===== src/rtl/wb_stage_if.sv =====
`default_nettype none
// +--------------------------------------------------------------------------+
// | wb_stage_if : MEM-to-WB handshake and load-return bus       Rev 1.0      |
// +--------------------------------------------------------------------------+
interface wb_stage_if #(
  parameter int XLEN = 32
);
  logic            in_valid;
  logic            in_ready;
  logic [31:0]     inst;
  logic            reg_we;
  logic [1:0]      reg_sel;
  logic [2:0]      load_sel;
  logic [XLEN-1:0] res;
  logic [XLEN-1:0] pc_plus_4;
  logic [1:0]      addr_lo;
  logic            mem_rvalid;
  logic [XLEN-1:0] mem_rdata;

  modport master (
    output in_valid, inst, reg_we, reg_sel, load_sel, res, pc_plus_4, addr_lo,
           mem_rvalid, mem_rdata,
    input  in_ready
  );

  modport slave (
    input  in_valid, inst, reg_we, reg_sel, load_sel, res, pc_plus_4, addr_lo,
           mem_rvalid, mem_rdata,
    output in_ready
  );
endinterface
`default_nettype wire


===== src/rtl/wb_stage.sv =====
`default_nettype none
// +--------------------------------------------------------------------------+
// | wb_stage : RV32I writeback stage with load alignment and instret  Rev 1.0|
// +--------------------------------------------------------------------------+
module wb_stage #(
  parameter int XLEN       = 32,
  parameter int REG_ADDR_W = 5,
  parameter int CNT_W      = 64
) (
  input  logic                  clock,
  input  logic                  reset_n,
  wb_stage_if.slave             mem,
  output logic                  rf_we,
  output logic [REG_ADDR_W-1:0] rf_waddr,
  output logic [XLEN-1:0]       rf_wdata,
  output logic                  fwd_valid,
  output logic [REG_ADDR_W-1:0] fwd_rd,
  output logic [XLEN-1:0]       fwd_data,
  output logic                  misalign,
  output logic [CNT_W-1:0]      instret
);

  localparam logic [1:0] c_sel_res  = 2'd0;
  localparam logic [1:0] c_sel_mem  = 2'd1;
  localparam logic [1:0] c_sel_pc4  = 2'd2;
  localparam logic [2:0] c_load_h   = 3'd1;
  localparam logic [2:0] c_load_hu  = 3'd2;
  localparam logic [2:0] c_load_b   = 3'd3;
  localparam logic [2:0] c_load_bu  = 3'd4;

  typedef enum logic [1:0] {
    S_IDLE     = 2'd0,
    S_WAIT_MEM = 2'd1,
    S_WRITE    = 2'd2
  } state_t;

  state_t                r_state;
  state_t                w_next;
  logic                  w_in_ready;
  logic                  w_accept;
  logic [REG_ADDR_W-1:0] w_in_rd;
  logic                  w_mis;
  logic [XLEN-1:0]       w_load_val;

  logic [REG_ADDR_W-1:0] r_rd;
  logic                  r_reg_we;
  logic [2:0]            r_load_sel;
  logic [1:0]            r_addr_lo;
  logic                  r_rf_we;
  logic [REG_ADDR_W-1:0] r_rf_waddr;
  logic [XLEN-1:0]       r_rf_wdata;
  logic                  r_mis;
  logic [CNT_W-1:0]      r_instret;

  // Only the rd field of the instruction word matters at writeback.
  logic w_unused_inst;
  assign w_unused_inst = ^{mem.inst[31:12], mem.inst[6:0]};

  function automatic logic [XLEN-1:0] f_extract(input logic [2:0] sel,
                                                input logic [1:0] a,
                                                input logic [XLEN-1:0] d);
    logic [15:0] h;
    logic [7:0]  b;
    h = d[16*a[1] +: 16];
    b = d[8*a +: 8];
    case (sel)
      c_load_h:  return {{(XLEN-16){h[15]}}, h};
      c_load_hu: return {{(XLEN-16){1'b0}}, h};
      c_load_b:  return {{(XLEN-8){b[7]}}, b};
      c_load_bu: return {{(XLEN-8){1'b0}}, b};
      default:   return d;
    endcase
  endfunction

  function automatic logic f_misaligned(input logic [2:0] sel, input logic [1:0] a);
    case (sel)
      c_load_h, c_load_hu: return a[0];
      c_load_b, c_load_bu: return 1'b0;
      default:             return (a != 2'd0);
    endcase
  endfunction

  always_comb begin
    w_in_ready = (r_state != S_WAIT_MEM);
    w_accept   = mem.in_valid & w_in_ready;
    w_in_rd    = mem.inst[11:7];
    w_mis      = f_misaligned(r_load_sel, r_addr_lo);
    w_load_val = f_extract(r_load_sel, r_addr_lo, mem.mem_rdata);
  end

  assign mem.in_ready = w_in_ready;

  always_ff @(posedge clock or negedge reset_n) begin
    if (!reset_n) r_state <= S_IDLE;
    else          r_state <= w_next;
  end

  always_comb begin
    w_next = r_state;
    case (r_state)
      S_WAIT_MEM: if (mem.mem_rvalid) w_next = S_WRITE;
      S_IDLE, S_WRITE: begin
        if (w_accept) w_next = (mem.reg_sel == c_sel_mem) ? S_WAIT_MEM : S_WRITE;
        else          w_next = S_IDLE;
      end
      default: w_next = S_IDLE;
    endcase
  end

  // Write-port registers are loaded on the edge that enters WRITE, so
  // rf_we can only be high during the WRITE cycle.
  always_ff @(posedge clock or negedge reset_n) begin
    if (!reset_n) begin
      r_rd       <= '0;
      r_reg_we   <= 1'b0;
      r_load_sel <= '0;
      r_addr_lo  <= '0;
      r_rf_we    <= 1'b0;
      r_rf_waddr <= '0;
      r_rf_wdata <= '0;
      r_mis      <= 1'b0;
      r_instret  <= '0;
    end else begin
      r_rf_we <= 1'b0;
      r_mis   <= 1'b0;
      if (w_accept) begin
        r_rd       <= w_in_rd;
        r_reg_we   <= mem.reg_we;
        r_load_sel <= mem.load_sel;
        r_addr_lo  <= mem.addr_lo;
      end
      if (w_accept && (mem.reg_sel != c_sel_mem)) begin
        r_rf_we    <= mem.reg_we & (w_in_rd != '0);
        r_rf_waddr <= w_in_rd;
        r_rf_wdata <= (mem.reg_sel == c_sel_pc4) ? mem.pc_plus_4 : mem.res;
      end else if ((r_state == S_WAIT_MEM) && mem.mem_rvalid) begin
        r_rf_we    <= r_reg_we & (r_rd != '0) & ~w_mis;
        r_rf_waddr <= r_rd;
        r_rf_wdata <= w_load_val;
        r_mis      <= w_mis;
      end
      if (r_state == S_WRITE) r_instret <= r_instret + 1'b1;
    end
  end

  assign rf_we     = r_rf_we;
  assign rf_waddr  = r_rf_waddr;
  assign rf_wdata  = r_rf_wdata;
  assign misalign  = r_mis;
  assign instret   = r_instret;
  assign fwd_valid = ((r_state == S_WAIT_MEM) || (r_state == S_WRITE)) & r_reg_we & (r_rd != '0);
  assign fwd_rd    = r_rd;
  assign fwd_data  = r_rf_wdata;

endmodule
`default_nettype wire


===== src/flat_wrapper.sv =====
// flat-port wrapper written by rule: the top's interface ports become plain ports
module wb_stage_flat 
#(
  parameter int XLEN       = 32,
  parameter int REG_ADDR_W = 5,
  parameter int CNT_W      = 64
)
  (clock, reset_n, rf_we, rf_waddr, rf_wdata, fwd_valid, fwd_rd, fwd_data, misalign, instret, mem_in_valid, mem_inst, mem_reg_we, mem_reg_sel, mem_load_sel, mem_res, mem_pc_plus_4, mem_addr_lo, mem_mem_rvalid, mem_mem_rdata, mem_in_ready);
  wb_stage_if #(.XLEN(XLEN)) mem_i ();
  input  logic clock;
  input  logic reset_n;
  output logic rf_we;
  output logic [REG_ADDR_W-1:0] rf_waddr;
  output logic [XLEN-1:0] rf_wdata;
  output logic fwd_valid;
  output logic [REG_ADDR_W-1:0] fwd_rd;
  output logic [XLEN-1:0] fwd_data;
  output logic misalign;
  output logic [CNT_W-1:0] instret;
  input wire logic [$bits(mem_i.in_valid)-1:0] mem_in_valid;
  input wire logic [$bits(mem_i.inst)-1:0] mem_inst;
  input wire logic [$bits(mem_i.reg_we)-1:0] mem_reg_we;
  input wire logic [$bits(mem_i.reg_sel)-1:0] mem_reg_sel;
  input wire logic [$bits(mem_i.load_sel)-1:0] mem_load_sel;
  input wire logic [$bits(mem_i.res)-1:0] mem_res;
  input wire logic [$bits(mem_i.pc_plus_4)-1:0] mem_pc_plus_4;
  input wire logic [$bits(mem_i.addr_lo)-1:0] mem_addr_lo;
  input wire logic [$bits(mem_i.mem_rvalid)-1:0] mem_mem_rvalid;
  input wire logic [$bits(mem_i.mem_rdata)-1:0] mem_mem_rdata;
  output wire logic [$bits(mem_i.in_ready)-1:0] mem_in_ready;
  assign mem_i.in_valid = mem_in_valid;
  assign mem_i.inst = mem_inst;
  assign mem_i.reg_we = mem_reg_we;
  assign mem_i.reg_sel = mem_reg_sel;
  assign mem_i.load_sel = mem_load_sel;
  assign mem_i.res = mem_res;
  assign mem_i.pc_plus_4 = mem_pc_plus_4;
  assign mem_i.addr_lo = mem_addr_lo;
  assign mem_i.mem_rvalid = mem_mem_rvalid;
  assign mem_i.mem_rdata = mem_mem_rdata;
  assign mem_in_ready = mem_i.in_ready;
  wb_stage #(.XLEN(XLEN), .REG_ADDR_W(REG_ADDR_W), .CNT_W(CNT_W)) u_core (.clock(clock), .reset_n(reset_n), .mem(mem_i), .rf_we(rf_we), .rf_waddr(rf_waddr), .rf_wdata(rf_wdata), .fwd_valid(fwd_valid), .fwd_rd(fwd_rd), .fwd_data(fwd_data), .misalign(misalign), .instret(instret));
endmodule

===== config.mk =====
export PLATFORM = sky130hd
export DESIGN_NAME = wb_stage_flat
export DESIGN_NICKNAME = d
export VERILOG_FILES = /design/src/rtl/wb_stage_if.sv /design/src/rtl/wb_stage.sv /design/src/flat_wrapper.sv
export SDC_FILE = /design/constraint.sdc
export NUM_CORES = 1
export LEC_CHECK = 0
export ABC_AREA = 1
export CORE_UTILIZATION = 44
export CTS_CLUSTER_DIAMETER = 40
export DETAILED_ROUTE_END_ITERATION = 6
export PLACE_DENSITY = 0.79
export SLEW_MARGIN = 0
export SYNTH_ARGS = -nofsm -noshare
export SYNTH_HDL_FRONTEND = slang
export SYNTH_SLANG_ARGS = --single-unit

===== constraint.sdc =====
create_clock -name clock -period 2.15 [get_ports clock]
set_input_delay 0.43 -clock clock [delete_from_list [all_inputs] [get_ports clock]]
set_output_delay 0.43 -clock clock [all_outputs]
set_load 0.02 [all_outputs]

### Yosys cells after proc, flatten, opt, wreduce, memory -nomap -nowiden

Index checks and enable logic that the tools add are counted.

* reductions and logical operators: 11
* multiplexer cells: 15
* equality and inequality tests: 11
* bitwise operators: 7
* $add $sub $neg: 1
* shift-type cells: 2

Operators with widths (number)
* 32-bit case mux with 4 select lines: 1
* 32-bit two-way mux: 3
* 64-bit by 1-bit adder with 64-bit output, second input constant: 1
* 32-bit by 6-bit indexed part select with 16-bit output: 1
* 32-bit by 6-bit indexed part select with 8-bit output: 1
* 5-bit two-way mux: 2
* 5-bit nonzero test: 2
* 1-bit bitwise AND: 6
* 3-bit by 2-bit == test with 1-bit output, second input constant: 2
* 2-bit two-way mux: 3
* 2-bit OR reduction: 3
* 2-bit by 1-bit == test with 1-bit output, second input constant: 2
* 2-bit == test, second input constant: 2
* 1-bit two-way mux: 4
* 2-bit by 1-bit != test with 1-bit output, second input constant: 2
* 2-bit case mux with 2 select lines: 1
* 2-bit nonzero test: 2
* 3-bit by 1-bit == test with 1-bit output, second input constant: 1
* 3-bit == test, second input constant: 1
* 1-bit logical AND: 2
* 2-bit zero test: 1
* 2-bit != test, second input constant: 1
* 1-bit case mux with 2 select lines: 1
* 1-bit logical OR: 1
* 1-bit inverter: 1

* output and inout port bits: 142
* input bits: 140
* bits in registers: 116
* word-level logic and storage cells: 57

### Depth between registers and ports, before layout

* depth in word-level cells: 7
* depth in mapped cells: 13
* depth with buffers taken out: 12

### Worst setup path before layout

Ideal clock, no wire load.

* kind: flip-flop to flip-flop
* start point: register u_core.r_instret[0], in the netlist u_core.instret[0]
* end point: register u_core.r_instret[46], in the netlist u_core.instret[46]
* path buffers: 0
* path slack: 378 ps
* arrival: 1641 ps
* library setup time: 130 ps
* required time: 2020 ps
* period minus slack after synthesis: 1772 ps
* stages on the path, launching flop included: 10
* cell sequence: dfrtp_1 > ha_1 > nand2_4 > nor2_8 > nand2_2 > nor2_2 > nand2_2 > nor2_4 > nand2_2 > xnor2_1

* cells in the longest elaborated chain, start to end: 1

RTL lines
* start, declared: line wb_stage.sv:53 `logic [CNT_W-1:0] r_instret;`
* start signal, assigned: line wb_stage.sv:142 `if (r_state == S_WRITE) r_instret <= r_instret + 1'b1;`
* 64-bit by 1-bit adder with 64-bit output: line wb_stage.sv:142

No other way between the ends.
A chain may end at the register's enable or synchronous reset.

### Final worst setup path

* start point: register u_core.r_instret[56], in the netlist u_core.instret[56]
* end point: output instret[56]

RTL lines
* end, declared: line flat_wrapper.sv:19 `output logic [CNT_W-1:0] instret;`

No word-level cell between the ends.

==> reports/metrics.csv <==
stage,metric,value,unit
status,outcome,"complete, no violations",
sta,tightest_slew,0.556,ns
die,fp.dieW,136,µm
synth,yosys_register_bits,116,
route,drtIter0Drc,595,
synth,synth_top_cell_area_share,37.0,%
clock_tree,cts_setup_buffers,0,
layout,fin_cells,1636,
critical_path,cp-start-kind,flop,
sta,fin_worst_skew,0.00868,ns
synth,ys_top_cells_by_area,"dfrtp_1 37%, nand2_1 17%, nor2_1 7.4%, o21ai_0 6.7%, inv_1 6.1%",
die,rows,48,
clock_tree,insertion_delay,0.43,ns
synth,yosys_warnings,0,
sta,final-max-slew-violation-count,0,
critical_path,worstPathCellList,clkdlybuf4s50_1,
clock_tree,htreeDepth,4,
placed_design,place_ws,0.0593,ns
die,start_util,45.2,%
critical_path,rrSetupSlack,0.15,ns
sta,setup_viol,0,
route,vias,8409,
clock_tree,clk_pin_slew,0.06,ns
critical_path,cp_num_buf_inv,1,
placed_design,place_congestion,0.940,
placed_design,dp_cells,1603,
synth,yosysSeqAreaShare,37.0,%
critical_path,cp_top_family,buffers and inverters,
layout,post_route_cells_drive_above_1_share,7.16,%
critical_path,cpPeakStageDelay,0.66,ns
route,wirelength,25.0,mm
die,core,17400,µm²
placed_design,io_buffers,254,
critical_path,critPathSlowestCell,clkdlybuf4s50_1,
synth,synth_common_cells,"363 x nand2_1, 154 x nor2_1, 127 x inv_1, 116 x dfrtp_1, 105 x o21ai_0",
critical_path,cp_num_cells,1,
critical_path,cp.required,1.72,ns
critical_path,worstPathArrival,1.60,ns
grt,grt_antenna_before_repair,0,
critical_path,worstReg2RegStart,u_core.r_state[0]$_DFFE_PN0P_,
synth,synth_top_flop_cell,dfrtp_1,
synth,synth_edf_count,0,
placed_design,dpl.hpwl,19.5,mm
clock_tree,cts.sinks,116,
synth,synth-async-reset-ratio,100,%
synth,synthCells,1169,
sta,grt_setup_unrepaired,false,
critical_path,reg2regPathDepth,11,
job,cap_viol_max_count,0,
clock_tree,clock_path_buffers,2,
die,ios,282,
sta,layout_setup_ws,0.125,ns
grt,grt_max_degree,43,
critical_path,crit_path_end_kind,output pin,
sta,final_hold_viol_count,0,
critical_path,cp_max_fo,7,
clock_tree,root_buffer,clkbuf_16,
hold_path,hold_start,u_core.rf_waddr[2]$_DFFE_PN0P_,
grt,grt_pass1_vias,7921,
sta,timing.setup.tns,0,ns
route,drt_pre_antenna_iters,5,
synth,synth_area_leader_cell,dfrtp_1,
pwr,vdd_ir_drop_max,0.576,mV
critical_path,crit_path_start,u_core.instret[56]$_DFFE_PN0N_,
sta,fin_crit_sh,94.2,%
synth,synth_nets,1314,
grt,grt_overflow,0,
pwr,power.density,731,nW/µm²
route,vias_per_cell,5.14,
sta,min_period,2.03,ns
layout,area_growth,41.9,%
clock_tree,cts_buffers,17,
hold_path,hold_class,flop to flop,
synth,avgSynthCellArea,6.72,µm²
pwr,leakage,5.16,nW
grt,grt_pass1_wl,39.8,mm
layout,finish.utilization,64.2,%
synth,yosysMostFrequentCell,nand2_1,
grt,grt_usage,27.9,%
clock_tree,cts_tree,yes,
pwr,p_total,8.15,mW
sta,slew_headroom,62.9,%
route,wl_per_cell,15.3,µm
die,die_area,18400,µm²
layout,nets,1543,
layout,antennaDiodeCount,0,
critical_path,crit_type,flop to output pin,
die,fp.dieH,136,µm
synth,syn_area,7850,µm²
synth,ys_types,36,
route,drcViolationCount,0,
route,ant_nets,0,
hold_path,hold-path-cell-count,2,
sta,fmax,0.494,GHz
cell usage in the layout, fill, tap and decap left out, types with 4 or more instances in the layout:
cell type and n:
nand2_1 363, clkdlybuf4s50_1 251, nor2_1 153, inv_1 126
dfrtp_1 116, o21ai_0 105, nand3_1 62, a21oi_1 29
xor2_1 24, nand4_1 19, buf_4 18, clkbuf_16 17
xnor2_1 15, nand3b_1 11, o21ai_1 10, nor2_2 8
inv_2 7, nor2_4 7, nand2_2 7, nor3_1 6
buf_12 6, nand2_4 4, or2_2 4, o211ai_1 4
ha_1 4, inv_6 4
final timing paths:
kind | endpoint
setup / recovery | instret[56]
max in group asynchronous | u_core.instret[2]$_DFFE_PN0N_
min in group asynchronous | u_core.instret[21]$_DFFE_PN0N_
setup reg to reg | u_core.instret[53]$_DFFE_PN0N_
hold reg to reg | u_core.rf_waddr[2]$_DFFE_PN0P_
hold / removal | u_core.rf_waddr[2]$_DFFE_PN0P_
flip-flops by register name, indices dropped and copies added (netlist names):
name / cells
u_core.r_load_sel: 3
u_core.instret: 64
u_core.rf_waddr: 5
u_core.fwd_rd: 5
u_core.r_state: 2
u_core.fwd_data: 32
u_core.r_addr_lo: 2
u_core.rf_we: 1
u_core.misalign: 1
u_core.r_reg_we: 1
cell type report:
cell class / instances / area [µm²]
fill: 1501 / 6210
multi-input combinational: 852 / 4040
sequential: 116 / 2900
timing repair buffer: 278 / 2790
inverter: 133 / 499
clock buffer: 19 / 453
tap: 225 / 282
clock inverter: 13 / 170
per-layer routing:
metal | global-route usage, % | up-vias | wire length [µm]
li1 | - | 4114 | -
met5 | 0 | - | 0
met3 | 5.54 | 37 | 1720
met1 | 34.9 | 3912 | 10300
met2 | 47.5 | 346 | 12400
met4 | 9.93 | 0 | 519
per-stage QoR:
stage               instance area [µm²]  hold slack, ns
finish                            11100           0.481
global route                      11100           0.495
CTS                               11100           0.482
detailed placement                10500           0.441
global placement                  10500           0.443
floorplan                          7850           0.134
power by group:
part / internal, mW / total (mW) / switching (mW)
sequential: 2.42 / 2.67 / 0.253
clock: 1.90 / 3.03 / 1.13
combinational: 1.12 / 2.45 / 1.34
total: 5.43 / 8.15 / 2.72
cell families (layout without fill, tap and decap cells):
| group | Yosys count | in the layout | synth area share (%) |
|---|---|---|---|
| adder cells (fa/ha/maj) | 5 | 5 | 0.797 |
| flip-flops | 116 | 116 | 37.0 |
| AO/OA/AOI/OAI | 157 | 157 | 10.4 |
| AND/OR/NAND/NOR | 651 | 651 | 35.9 |
| XOR/XNOR | 39 | 39 | 4.35 |
| buffers and inverters | 201 | 443 | 11.6 |
repair_timing:
| item | in CTS | in global routing |
|---|---|---|
| hold endpoints to repair | 13 | 0 |
| resized for setup | 3 | 4 |
| setup endpoints to repair | 2 | 11 |
| hold buffers | 1 | 0 |
(Power assumes the default switching activity.)
